File: src/rtl/axi_wr_pkg.sv
// ============================================================================
// axi_wr_pkg : burst/response encodings and FSM state type for the AXI write sink
// Revision   : 1.0
// ============================================================================
`default_nettype none

package axi_wr_pkg;

  localparam logic [1:0] BURST_FIXED = 2'b00;
  localparam logic [1:0] BURST_INCR  = 2'b01;
  localparam logic [1:0] BURST_WRAP  = 2'b10;

  localparam logic [1:0] RESP_OKAY   = 2'b00;
  localparam logic [1:0] RESP_SLVERR = 2'b10;

  typedef enum logic [1:0] {
    IDLE = 2'd0,
    DATA = 2'd1,
    RESP = 2'd2
  } wr_sink_state_e;

  function automatic logic wrap_len_ok(input logic [7:0] len);
    return (len == 8'd1) || (len == 8'd3) || (len == 8'd7) || (len == 8'd15);
  endfunction

endpackage

`default_nettype wire

File: src/rtl/axi_beat_addr_next.sv
// ============================================================================
// axi_beat_addr_next : combinational next-beat byte address for FIXED/INCR/WRAP
// Revision           : 1.0
// ============================================================================
`default_nettype none

module axi_beat_addr_next
  import axi_wr_pkg::*;
#(
  parameter int AW = 32
) (
  input  logic [AW-1:0] addr,
  input  logic [2:0]    size,
  input  logic [7:0]    len,
  input  logic [1:0]    burst,
  output logic [AW-1:0] next_addr
);

  logic [AW-1:0] w_bytes;
  logic [AW-1:0] w_wrap_len;
  logic [AW-1:0] w_aligned;
  logic [AW-1:0] w_wrap_base;

  always_comb begin
    w_bytes     = AW'(1) << size;
    w_wrap_len  = (AW'(len) + AW'(1)) << size;
    w_aligned   = addr & ~(w_bytes - AW'(1));
    w_wrap_base = addr & ~(w_wrap_len - AW'(1));
    next_addr   = addr;
    case (burst)
      BURST_INCR: next_addr = w_aligned + w_bytes;
      BURST_WRAP: next_addr = w_wrap_base | ((addr + w_bytes) & (w_wrap_len - AW'(1)));
      default:    next_addr = addr;  // FIXED and reserved hold the address
    endcase
  end

endmodule

`default_nettype wire

File: src/rtl/axi_wr_mem_sink.sv
// ============================================================================
// axi_wr_mem_sink : AXI4 write slave driving a single-port memory write port
// Option          : AXI_WR_SINK_WLAST_CHECK_EN enables wlast mismatch -> SLVERR
// Revision        : 1.0
// ============================================================================
`default_nettype none

module axi_wr_mem_sink
  import axi_wr_pkg::*;
#(
  parameter int AW = 32,
  parameter int DW = 64
) (
  input  logic              clk,
  input  logic              resetn,
  input  logic [AW-1:0]     s_axi_awaddr,
  input  logic [7:0]        s_axi_awlen,
  input  logic [2:0]        s_axi_awsize,
  input  logic [1:0]        s_axi_awburst,
  input  logic              s_axi_awvalid,
  output logic              s_axi_awready,
  input  logic [DW-1:0]     s_axi_wdata,
  input  logic [DW/8-1:0]   s_axi_wstrb,
  input  logic              s_axi_wlast,
  input  logic              s_axi_wvalid,
  output logic              s_axi_wready,
  output logic [1:0]        s_axi_bresp,
  output logic              s_axi_bvalid,
  input  logic              s_axi_bready,
  output logic              mem_we,
  output logic [AW-1:0]     mem_addr,
  output logic [DW-1:0]     mem_wdata,
  output logic [DW/8-1:0]   mem_wstrb,
  input  logic              mem_ready
);

  localparam logic [2:0] C_SIZE_MAX = 3'($clog2(DW/8));

  wr_sink_state_e r_state, w_state_next;
  logic           r_rst_done;
  logic [AW-1:0]  r_addr;
  logic [7:0]     r_len;
  logic [2:0]     r_size;
  logic [1:0]     r_burst;
  logic [7:0]     r_beat_cnt;
  logic           r_err;
  logic           w_aw_err;
  logic           w_aw_hs;
  logic           w_w_hs;
  logic           w_last_beat;
  logic           w_wlast_mm;
  logic [AW-1:0]  w_next_addr;

  assign w_aw_err = (s_axi_awburst == 2'b11) ||
                    (s_axi_awsize > C_SIZE_MAX) ||
                    ((s_axi_awburst == BURST_WRAP) && !wrap_len_ok(s_axi_awlen));

  assign w_aw_hs     = s_axi_awvalid && s_axi_awready;
  assign w_w_hs      = s_axi_wvalid && s_axi_wready;
  assign w_last_beat = (r_beat_cnt == r_len);

  always_ff @(posedge clk or negedge resetn) begin
    if (!resetn) begin
      r_state    <= IDLE;
      r_rst_done <= 1'b0;
    end else begin
      r_state    <= w_state_next;
      r_rst_done <= 1'b1;
    end
  end

  always_comb begin
    w_state_next  = r_state;
    s_axi_awready = 1'b0;
    s_axi_wready  = 1'b0;
    s_axi_bvalid  = 1'b0;
    s_axi_bresp   = RESP_OKAY;
    case (r_state)
      IDLE: begin
        s_axi_awready = r_rst_done;
        if (s_axi_awvalid && r_rst_done) w_state_next = DATA;
      end
      DATA: begin
        s_axi_wready = mem_ready || r_err;
        if (s_axi_wvalid && s_axi_wready && w_last_beat) w_state_next = RESP;
      end
      RESP: begin
        s_axi_bvalid = 1'b1;
        s_axi_bresp  = (r_err || w_wlast_mm) ? RESP_SLVERR : RESP_OKAY;
        if (s_axi_bready) w_state_next = IDLE;
      end
      default: w_state_next = IDLE;
    endcase
  end

  always_ff @(posedge clk or negedge resetn) begin
    if (!resetn) begin
      r_addr     <= '0;
      r_len      <= '0;
      r_size     <= '0;
      r_burst    <= '0;
      r_beat_cnt <= '0;
      r_err      <= 1'b0;
    end else if (w_aw_hs) begin
      r_addr     <= s_axi_awaddr;
      r_len      <= s_axi_awlen;
      r_size     <= s_axi_awsize;
      r_burst    <= s_axi_awburst;
      r_beat_cnt <= '0;
      r_err      <= w_aw_err;
    end else if (w_w_hs) begin
      r_addr     <= w_next_addr;
      r_beat_cnt <= r_beat_cnt + 8'd1;
    end
  end

`ifdef AXI_WR_SINK_WLAST_CHECK_EN
  logic r_wlast_mm;

  // Sticky: early wlast or missing wlast on the counted last beat
  always_ff @(posedge clk or negedge resetn) begin
    if (!resetn) begin
      r_wlast_mm <= 1'b0;
    end else if (w_aw_hs) begin
      r_wlast_mm <= 1'b0;
    end else if (w_w_hs && (s_axi_wlast != w_last_beat)) begin
      r_wlast_mm <= 1'b1;
    end
  end

  assign w_wlast_mm = r_wlast_mm;
`else
  logic w_unused_wlast;
  assign w_unused_wlast = s_axi_wlast;
  assign w_wlast_mm     = 1'b0;
`endif

  axi_beat_addr_next #(
    .AW (AW)
  ) u_addr_next (
    .addr      (r_addr),
    .size      (r_size),
    .len       (r_len),
    .burst     (r_burst),
    .next_addr (w_next_addr)
  );

  assign mem_we    = w_w_hs && !r_err;
  assign mem_addr  = r_addr;
  assign mem_wdata = s_axi_wdata;
  assign mem_wstrb = s_axi_wstrb;

endmodule

`default_nettype wire

File: config.mk
export PLATFORM = sky130hd
export DESIGN_NAME = axi_wr_mem_sink
export DESIGN_NICKNAME = d
export VERILOG_FILES = /design/src/rtl/axi_wr_pkg.sv /design/src/rtl/axi_beat_addr_next.sv /design/src/rtl/axi_wr_mem_sink.sv
export SDC_FILE = /design/constraint.sdc
export NUM_CORES = 1
export LEC_CHECK = 0
export BUFFER_PORTS_ARGS = -buffer_cell sky130_fd_sc_hd__buf_4
export CAP_MARGIN = 10
export CORE_ASPECT_RATIO = 1.1
export CORE_MARGIN = 1.5
export CORE_UTILIZATION = 25
export CTS_CLUSTER_SIZE = 8
export DETAILED_ROUTE_END_ITERATION = 12
export HOLD_SLACK_MARGIN = 0.12
export PLACE_DENSITY = 0.49
export REMOVE_ABC_BUFFERS = 1
export SKIP_CTS_REPAIR_TIMING = 1
export SLEW_MARGIN = 20
export SYNTH_ARGS = -nofsm -noshare
export SYNTH_HDL_FRONTEND = slang
export SYNTH_SLANG_ARGS = --single-unit
File: constraint.sdc
create_clock -name clk -period 3.56 [get_ports clk]
set_input_delay 1.068 -clock clk [delete_from_list [all_inputs] [get_ports clk]]
set_output_delay 1.068 -clock clk [all_outputs]
set_load 0.1 [all_outputs]
* Word-level counts from Yosys, hierarchy flattened
Index checks and enable logic that the tools add are counted.
** Cells by class
- Order comparisons :: 1
- Equality and inequality tests :: 14
- Bitwise logic cells :: 6
- Muxes and demuxes :: 14
- $add $sub $neg :: 6
- Shifts and indexed selects :: 2
- Reduce and logical (&&, ||, !) cells :: 20
** Operators by type and width (count)
- $and A32 B32 Y32 :: 3
- $add A32 B32 Y32 :: 2
- $mux W32 :: 2
- $not A32 Y32 :: 2
- $pmux W32 S2 :: 1
- $sub A32 B1 Y32 const B :: 2
- $or A32 B32 Y32 :: 1
- $shl A1 B3 Y32 const A :: 1
- $shl A32 B3 Y32 :: 1
- $mux W8 :: 2
- $mux W2 :: 5
- $add A8 B1 Y9 const B :: 1
- $add A8 B1 Y8 const B :: 1
- $eq A2 B2 Y1 const B :: 4
- $eq A8 B1 Y1 const B :: 1
- $eq A8 B2 Y1 const B :: 1
- $eq A8 B3 Y1 const B :: 1
- $eq A8 B4 Y1 const B :: 1
- $eq A8 B8 Y1 :: 1
- $logic_and A1 B1 Y1 :: 7
- $logic_or A1 B1 Y1 :: 6
- $ne A2 B2 Y1 const B :: 3
- $pmux W2 S3 :: 1
- $eq A2 B1 Y1 const B :: 2
- other kinds (8) :: 11
** Storage, ports and cells
- Input bits :: 124
- Word-level logic and storage cells :: 71
- Register bits after elaboration :: 57

* Longest topological paths before layout
Gate-level depths: netlist (run 1).
- Word-level depth :: 9
- Gate-level depth with buffers :: 19
- Gate-level depth less buffers :: 15

* Modules after synthesis
A second synthesis (run 1) with hierarchy kept.
** Second synthesis, totals
- Cell total of the unflattened synthesis :: 913
- Area total of the unflattened synthesis :: 7278.2 sq um
** By module, submodules not included
- axi_beat_addr_next :: cells each 596, area an instance 4002.6 sq um, instances 1
- axi_wr_mem_sink :: cells each 317, area an instance 3275.6 sq um, instances 1

* Least setup slack after synthesis (run 1)
No wires, ideal clock.
- Path kind :: input to output
- From :: in s_axi_wvalid
- To :: out mem_we
- Stages :: 2
- Slack :: -0.731 ns
- Arrival time :: 3.223 ns
- Path buffers :: 0
- Cell sequence :: o21ai_0 > nor3_1
** On the way
- Longest elaborated chain between the ends :: 2
** Ends and longest elaborated chain
- start, declared :: line axi_wr_mem_sink.sv:25 : input logic s_axi_wvalid,
- $logic_and A1 B1 Y1 :: line axi_wr_mem_sink.sv:59 : assign w_w_hs = s_axi_wvalid && s_axi_wready;
- $logic_and A1 B1 Y1 :: line axi_wr_mem_sink.sv:148 : assign mem_we = w_w_hs && !r_err;
- end, declared :: line axi_wr_mem_sink.sv:30 : output logic mem_we,
Every way passes these cells.

==> impl_metrics.toml, run 1 <==
[clocking]
htreeDepth = 3
cts_max_path_buffers = 2
root_buffer = "clkbuf_16"
cts_tree = "done"
cts-buffers-inserted = 9
cts.sinks = 57
cts.clk_slew.worst_paths_ps = 60
clk_latency_ps = 340

[global_route]
grt_antenna_before_repair = 0
grt_pass1_vias = 6341
grt_overflow = 0
grt_usage = 0.205
grt_max_degree = 58
grt_pass1_wl_mm = 43.2

[synthesis]
synth_xor_area_frac = 0.0884
synthCells = 900
ys_warn_count = 0
synth.area.mux_share = 0.0106
netlist_top_cells_area = "dfrtp_1 21%, buf_4 8.7%, nand2_1 6.3%"
syn-cell-area_mm2 = 0.00684
synth_top_area_share = 0.209
avgSynthCellArea_um2 = 7.60
synth_edf_count = 0
synthAdderAreaFrac = 0.0359
yosysTopAreaCell = "dfrtp_1"
ys_async_sr_fraction = 1.00
seq_area_frac_synth = 0.209
synth_top_flop_cell = "dfrtp_1"
ys_seq_elements = 57
synth-simple-area-share = 0.245
synth_compound_area_frac = 0.263
synth_cell_types = 100
synth_top_family_by_area = "compound AO/OA/AOI/OAI gates"

[timing]
whs_ps = 527
setup-tns-final_ps = 0
rsz0062_at_grt = "false"
timing_max_transition_violations_final = 0
max_freq_mhz = 301
setup_viol = 0
worstMarginPinSlew_ps = 809
fin_worst_skew_ps = 11.5
period_minus_slack_ps = 3330
period_share = 0.934
relSlewSlack = 0.461
hold_viol = 0

[critical_path]
end_kind = "flip-flop"
critPathRequiredTime_ps = 3830
worstPathCellList = "or2_2 -> nor2_2 -> ha_1 -> inv_1 -> fa_1 -> nor2b_1 -> o21ai_0 -> a21oi_1 -> nor4_1 -> a21oi_1 -> and2_4 -> nand2_1 -> nor4_2 -> a211oi_1 -> o2bb2ai_1"
arrival_ps = 3590
r2r_cells = 15
startpoint_type = "flip-flop"
worstPathMaxFanout = 5
crit_type = "flip-flop to flip-flop"
max_stage_delay_ps = 410
worst_path_most_repeated_cell = "a21oi_1"
cp_slowest_cell = "fa_1"

[detailed_routing]
postRouteAntennaNets = 0
vias = 6681
drt-total-wl_mm = 28.8
drt_iter0_markers = 498
routed_via_density = 5.24
wl_per_cell_um = 22.6
drc = 0
firstDrtPassIters = 5

[status]
outcome = "finished, final reports clean"

[place]
dpl_cell_area_mm2 = 0.00741
port_buffers = 87
dp_hpwl_mm = 22.0
gp_congestion = 0.845

[final_layout]
drive_above_1_share = 0.219
layout_commonest_cell = "buf_4"
stdcell_area_mm2 = 0.00777
antenna_cells = 0
final_util = 0.288
syn_to_final_growth_pct = 13.6
final_cell_mix = "129 x buf_4, 114 x nand2_1, 58 x a21oi_1"
fin_nets = 1056

[floorplanning]
die_y_um = 176
fp.dieArea_mm2 = 0.0284
die_w_um = 161
start_util = 0.254
core.rowCount = 63
coreArea_mm2 = 0.0270
boundaryPins = 234

[min_path]
min_path_cells = 2
hold_class = "flip-flop to flip-flop"

[run]
drv_cap = 0

[power]
p_leak_nw = 3.11
ir_drop_mv = 0.301
p_per_area_mw_per_mm2 = 994
-- power by group --
group	leakage (nW)	internal, W	total [W]	switching (W)
Clock	0.155	0.000578	0.000921	0.000343
Sequential	0.722	0.000878	0.00126	0.000378
Combinational	2.23	0.00195	0.00555	0.00360
-- through the flow --
step / power (W) / instances / setup WS [ps]
4_1_cts: 0.00771 / 1275 / 50.7
3_3_place_gp: 0.00673 / 1259 / 81.1
5_1_grt: 0.00831 / 1275 / 6.14
6_report: 0.00772 / 1275 / 234
3_5_place_dp: 0.00675 / 1259 / 73.8
2_1_floorplan: 0.00511 / 771 / -1690
-- cells in the mapped netlist (all sizes together), types with 19 or more instances --
| library cell | instances |
|---|---|
| a31oi | 19 |
| nor2 | 58 |
| buf | 107 |
| a21oi | 61 |
| clkbuf | 22 |
| and3 | 19 |
| nand3 | 31 |
| xor2 | 25 |
| dfrtp | 57 |
| inv | 32 |
| o21ai | 69 |
| xnor2 | 44 |
| nand2 | 114 |
-- final timing paths --
| path | slack, ps | to | start |
|---|---|---|---|
| hold / removal | 530 | r_len[3] | r_len[3] |
| hold reg to reg | 530 | r_len[3] | r_len[3] |
| setup reg to reg | 230 | flip-flop | r_size[1] |
| max in group asynchronous | 2150 | r_len[2] | resetn |
| min in group asynchronous | 790 | asynchronous set/reset pin | resetn |
| setup / recovery | 230 | flip-flop | r_size[1] |
-- cells by family (layout without fill, tap and decap cells) --
group                    Yosys count  after routing
XOR/XNOR                          69             69
buffers and inverters            161            179
other                              2              2
multiplexers                       7              7
AND/OR/NAND/NOR                  327            327
adder cells (fa/ha/maj)           19             19
flip-flops                        57             57
AO/OA/AOI/OAI                    258            258
-- layer usage --
metal / vias up / track usage / part of all wire
li1: 3170 / - / -
met2: 301 / 0.296 / 0.42
met5: - / 0.0769 / 0.010
met3: 29 / 0.109 / 0.12
met4: 8 / 0.0359 / 0.0089
met1: 3173 / 0.265 / 0.44
-- critical path: cells and delay by family, from the launching register on --
kind | cells | cell delay (ps)
flip-flops | 1 | 380
adder cells (fa/ha/maj) | 2 | 630
AO/OA/AOI/OAI | 5 | 830
buffers and inverters | 1 | 80
AND/OR/NAND/NOR | 7 | 1340
-- layout make-up --
class,instances,area (um2)
Tap cell,357,447
Multi-Input combinational cell,682,4460
Fill cell,2964,19200
Clock inverter,5,53.8
Inverter,32,120
Sequential cell,57,1430
Timing Repair Buffer,131,1010
Clock buffer,11,253
No activity file was read; power rests on OpenSTA's default activity.
==> inputs of run 2 (changes only) <==
--- a/config.mk
+++ b/config.mk
@@ -5,11 +5,13 @@
 export SDC_FILE = /design/constraint.sdc
 export NUM_CORES = 1
 export LEC_CHECK = 0
+export ABC_AREA = 1
 export BUFFER_PORTS_ARGS = -buffer_cell sky130_fd_sc_hd__buf_4
 export CAP_MARGIN = 10
 export CORE_ASPECT_RATIO = 1.1
 export CORE_MARGIN = 1.5
 export CORE_UTILIZATION = 25
+export CTS_BUF_LIST = sky130_fd_sc_hd__clkbuf_4 sky130_fd_sc_hd__clkbuf_8
 export CTS_CLUSTER_SIZE = 8
 export DETAILED_ROUTE_END_ITERATION = 12
 export HOLD_SLACK_MARGIN = 0.12
==> run 2 against run 1 <==
Die area increased by 2.2%. Synthesized cell count up 29%. Design area about the same. Global-route usage grew 0.54 points. Flip-flop and latch count did not move. Critical path depth grew 2. Critical path type unchanged. Worst setup slack improved by 72 ps. Hold slack got worse by 39 ps. Final cell count grew 21%. Clock skew rose by 8.3 ps. Combinational power fell by 8.1%. Power decreased by 7.1%.
==> impl_metrics.toml, run 2 <==
[critical_path]
worstPathMaxFanout = 15
r2r_setup_slack_ps = 310
arrival_ps = 3510
critical_path.startpoint = "r_size[0]"
crit_type = "flip-flop to flip-flop"
r2r_cells = 17
startpoint_type = "flip-flop"
critPathRequiredTime_ps = 3820
r2r-start = "r_size[0]"
end_kind = "flip-flop"

[final_layout]
drive_above_1_share = 0.162
final_util = 0.281
layout_commonest_cell = "nand2_1"
fin_nets = 1321
antenna_cells = 0
final_cell_mix = "349 x nand2_1, 123 x inv_1, 119 x nand3_1"
syn_to_final_growth_pct = 11.1

[synthesis]
yosysTopAreaCell = "dfrtp_1"
synth_edf_count = 0
synth_top_area_share = 0.204
synth_top_flop_cell = "dfrtp_1"
ys_async_sr_fraction = 1.00
synth_common_cells = "350 x nand2_1, 123 x inv_1, 119 x nand3_1"
synth_cell_types = 56
netlist_top_cells_area = "dfrtp_1 20%, nand2_1 19%, nand3_1 8.5%"
seq_area_frac_synth = 0.204
ys_warn_count = 0
avgSynthCellArea_um2 = 6.00
syn-cell-area_mm2 = 0.00700
ys_seq_elements = 57
synthCells = 1165
yosysMostFrequentCell = "nand2_1"

[floorplanning]
coreArea_mm2 = 0.0276
fp.dieArea_mm2 = 0.0290
die_y_um = 178
boundaryPins = 234
die_w_um = 162
core.rowCount = 64
start_util = 0.253

[timing]
setup-tns-final_ps = 0
setup_viol = 0
fin_worst_skew_ps = 19.8
worstMarginPinSlew_ps = 820
period_share = 0.914
max_freq_mhz = 307
worst_slack_ps = 307
timing_max_transition_violations_final = 0
hold_viol = 0
relSlewSlack = 0.454
rsz0062_at_grt = "false"
period_minus_slack_ps = 3250

[clocking]
clk_latency_ps = 380
cts.clk_slew.worst_paths_ps = 90
root_buffer = "clkbuf_8"
cts_max_path_buffers = 2
cts-buffers-inserted = 9
cts_tree = "done"
htreeDepth = 3
cts.sinks = 57

[place]
dp_hpwl_mm = 23.4
gp_congestion = 0.844
port_buffers = 87
dpl_worst_slack_ps = 345

[global_route]
grt_antenna_before_repair = 0
grt_pass1_vias = 7167
grt_usage = 0.210
grt_max_degree = 58
grt_overflow = 0
grt_pass1_wl_mm = 45.0

[detailed_routing]
wl_per_cell_um = 19.5
routed_via_density = 4.82
drt-total-wl_mm = 30.1
wl_met2_mm = 13.0
top_layer_used = "met5"
drt_iter0_markers = 437
wl_met3_mm = 3.43
drc = 0
vias = 7449
firstDrtPassIters = 5
wl_met1_mm = 13.1
postRouteAntennaNets = 0

[status]
outcome = "finished, final reports clean"

[power]
ir_drop_mv = 0.374
p_leak_nw = 3.91
p_total_w = 0.00718
p_per_area_mw_per_mm2 = 924

[run]
drv_cap = 0

[min_path]
hold_class = "flip-flop to flip-flop"
[run 2: cell types whose count changed in the layout (fill, tap and decap cells not counted), sizes merged, moves of 27 or more]
cell   before  now
nor2       58  122
buf       131  103
nand3      31  130
a21oi      61   34
inv        32  142
nand2     114  364
xnor2      44    7
[run 2: routing by layer]
layer	vias to the layer above	GRT usage
met5	-	0.0594
met4	6	0.0420
met3	28	0.112
met2	279	0.322
met1	3444	0.257
li1	3692	-
[run 2: worst min path at each step]
stage | startpoint | to | cells after the start
after CTS | r_burst[0] | r_burst[0] | 2
after detailed placement | r_burst[0] | r_burst[0] | 2
after floorplan | r_burst[0] | r_burst[0] | 2
final | r_burst[0] | r_burst[0] | 2
after global routing | r_burst[1] | r_burst[1] | 2
after global placement | r_burst[0] | r_burst[0] | 2
[run 2: critical path: stages, from the launching register on]
cell and delay (ps):
dfrtp_1 590, buf_4 270, inv_4 110, nor3_1 270, ha_1 290, nand2_1 80
nor3_1 130, nand2_1 80, nand3_1 170, a21boi_0 180, nor2_1 390, nand4_1 140
nand2_1 90, nor2_1 50, nand2_1 60, nand2_1 50, o21ai_1 130, nand2_1 60
[run 2: per-stage QoR]
| step | area [um2] | hold slack [ps] | cells |
|---|---|---|---|
| final | 7770 | 488 | 1546 |
| after global routing | 7770 | 550 | 1546 |
| after CTS | 7770 | 493 | 1546 |
| after detailed placement | 7540 | 474 | 1530 |
| after global placement | 7540 | 468 | 1530 |
| after floorplan | 6310 | 453 | 1064 |
[run 2: layout make-up]
type	instances	area, um2
clock buffers	10	138
clock inverters	6	91.3
fillers	3168	19900
inverters	143	539
multi-input cells	864	4350
flip-flops and latches	57	1430
well taps	363	454
repair buffers	103	773
[run 2: cells by family after synthesis]
kind of cell | after synthesis | synth area share
and+or+nand+nor | 673 | 0.430
other | 2 | 0.00107
buffers and inverters | 244 | 0.175
DFF | 57 | 0.204
adders and majority gates | 19 | 0.0351
xor gates and xnor gates | 33 | 0.0413
AOI/OAI and AO/OA | 135 | 0.110
muxes | 2 | 0.00304
[run 2: report_power, final]
| group | switching (W) | internal [W] |
|---|---|---|
| Clock | 0.000338 | 0.000414 |
| Combinational | 0.00366 | 0.00143 |
| Sequential | 0.000439 | 0.000887 |
| Total | 0.00444 | 0.00273 |
==> inputs of run 3 (changes only) <==
--- a/config.mk
+++ b/config.mk
@@ -11,12 +11,10 @@
 export CORE_ASPECT_RATIO = 1.1
 export CORE_MARGIN = 1.5
 export CORE_UTILIZATION = 25
-export CTS_BUF_LIST = sky130_fd_sc_hd__clkbuf_4 sky130_fd_sc_hd__clkbuf_8
 export CTS_CLUSTER_SIZE = 8
 export DETAILED_ROUTE_END_ITERATION = 12
 export HOLD_SLACK_MARGIN = 0.12
 export PLACE_DENSITY = 0.49
-export REMOVE_ABC_BUFFERS = 1
 export SKIP_CTS_REPAIR_TIMING = 1
 export SLEW_MARGIN = 20
 export SYNTH_ARGS = -nofsm -noshare
==> run 3 against run 2 <==
Critical path depth grew 1. Clock-buffer cell count is the same. Utilization rose by 0.24 points. Largest cell class unchanged. Clock skew shrank 11 ps. Critical path type unchanged. Combinational power increased by 1%. Fmax increased by 0.85%. Flip-flop and latch count stayed put.
==> impl_metrics.toml, run 3 (synthesis results as in run 2) <==
[critical_path]
critPathRequiredTime_ps = 3850
r2r-start = "r_size[0]"
path_buf_inv = 4
r2r_cells = 18
cp.depth = 18
startpoint_type = "flip-flop"
max_stage_delay_ps = 550
end_kind = "flip-flop"
crit_type = "flip-flop to flip-flop"
worstPathMaxFanout = 8
cp_slowest_cell = "dfrtp_1"
r2r_setup_slack_ps = 330
worstPathCellList = "nor2_4 -> ha_1 -> inv_1 -> fa_1 -> inv_1 -> nand3_1 -> nand2_1 -> inv_1 -> o21ai_2 -> nand2_1 -> nor2_1 -> nand2_1 -> a21oi_1 -> o21a_1 -> nand3_1 -> nand3_1 -> nand2_1 -> inv_1"
arrival_ps = 3520
cp_top_family = "simple AND/OR/NAND/NOR gates"

[clocking]
cts-buffers-inserted = 9
clk_latency_ps = 340
cts.clk_slew.worst_paths_ps = 60
cts.sinks = 57
htreeDepth = 3
root_buffer = "clkbuf_16"
cts_max_path_buffers = 2
cts_tree = "done"

[floorplanning]
fp.dieArea_mm2 = 0.0290
coreArea_mm2 = 0.0276
core.rowCount = 64
die_w_um = 162
start_util = 0.253
boundaryPins = 234
die_y_um = 178

[final_layout]
syn_to_final_growth_pct = 12.0
final_util = 0.284
fin_nets = 1322
antenna_cells = 0
register_area_mm2 = 0.00143
multi_input_area_mm2 = 0.00435
fillers = 3192
final_cell_mix = "349 x nand2_1, 123 x inv_1, 119 x nand3_1"
final_cells = 1547
layout_commonest_cell = "nand2_1"
drive_above_1_share = 0.162
stdcell_area_mm2 = 0.00784

[power]
p_leak_nw = 3.95
p_sw_frac = 0.609
combPwrFrac = 0.702
ir_drop_mv = 0.583
p_per_area_mw_per_mm2 = 939
p_seq_frac = 0.178
pwr-share-clk = 0.120
internal_power_w = 0.00287
p_sw_w = 0.00448

[timing]
hold_viol = 0
relSlewSlack = 0.449
worstMarginPinSlew_ps = 827
period_share = 0.906
rsz0062_at_grt = "false"
setup-tns-final_ps = 0
timing_max_transition_violations_final = 0
max_freq_mhz = 310
fin_worst_skew_ps = 8.94
period_minus_slack_ps = 3230
setup_viol = 0

[place]
dpl_cell_area_mm2 = 0.00755
dp_hpwl_mm = 18.0
dp.cells = 1531
port_buffers = 87
gp_congestion = 0.883

[min_path]
hold_class = "flip-flop to flip-flop"
min_path_cells = 2

[detailed_routing]
drc = 0
firstDrtPassIters = 5
drt-total-wl_mm = 23.3
drt_iter0_markers = 470
routed_via_density = 4.74
vias = 7333
wl_per_cell_um = 15.1
postRouteAntennaNets = 0

[global_route]
grt_pass1_vias = 7102
grt_pass1_wl_mm = 37.6
grt_overflow = 0
grt_max_degree = 59
grt_antenna_before_repair = 0
grt_usage = 0.165

[synthesis]
synth_fp_nets = 1308

[status]
outcome = "finished, final reports clean"

[run]
drv_cap = 0
## run 3: final cells by class
| class | count | area share |
|---|---|---|
| Sequential cell | 57 | 0.182 |
| Multi-Input combinational cell | 864 | 0.555 |
| Timing Repair Buffer | 104 | 0.0996 |
| Clock buffer | 10 | 0.0292 |
| Inverter | 143 | 0.0688 |
| Tap cell | 363 | 0.0580 |
| Clock inverter | 6 | 0.00750 |
## run 3: worst register-to-register path, stage by stage (launching register included)
cell and delay (ps):
dfrtp_1 550, nor2_4 250, ha_1 250, inv_1 70, fa_1 370, inv_1 100, nand3_1 80, nand2_1 150
inv_1 70, o21ai_2 290, nand2_1 150, nor2_1 230, nand2_1 100, a21oi_1 140, o21a_1 130, nand3_1 70
nand3_1 90, nand2_1 50, inv_1 40
## run 3: per-layer routing
metal  global-route usage  wire length (um)  share of wire  vias to the layer above
met3               0.0191              1070          0.046                       42
met5                    0                 0              0                        -
met4               0.0566               450          0.019                        0
li1                     -                 -              -                     3714
met1                0.209             10300           0.44                     3366
met2                0.291             11400           0.49                      211
## run 3: power by group through the flow
stage	Combinational, W	Clock [W]	Sequential, W
floorplan	0.00347	0	0.00201
global placement	0.00513	0	0.00132
detailed placement	0.00516	0	0.00132
CTS	0.00518	0.000912	0.00131
global route	0.00572	0.000937	0.00135
finish	0.00516	0.000886	0.00131
## run 3: worst max path at each step
stage | end | from
floorplan | s_axi_bresp[1] | r_state[0]
global placement | flip-flop | r_size[0]
detailed placement | flip-flop | r_size[0]
CTS | flip-flop | r_size[0]
global route | flip-flop | r_size[0]
finish | flip-flop | r_size[0]
## run 3: per-stage QoR
| step | hold WS, ps | power [W] | setup slack (ps) |
|---|---|---|---|
| after detailed placement | 502 | 0.00648 | 409 |
| after floorplan | 453 | 0.00548 | 1.94 |
| after CTS | 515 | 0.00740 | 379 |
| after global routing | 544 | 0.00801 | 34.1 |
| after global placement | 492 | 0.00645 | 464 |
| final | 515 | 0.00735 | 334 |
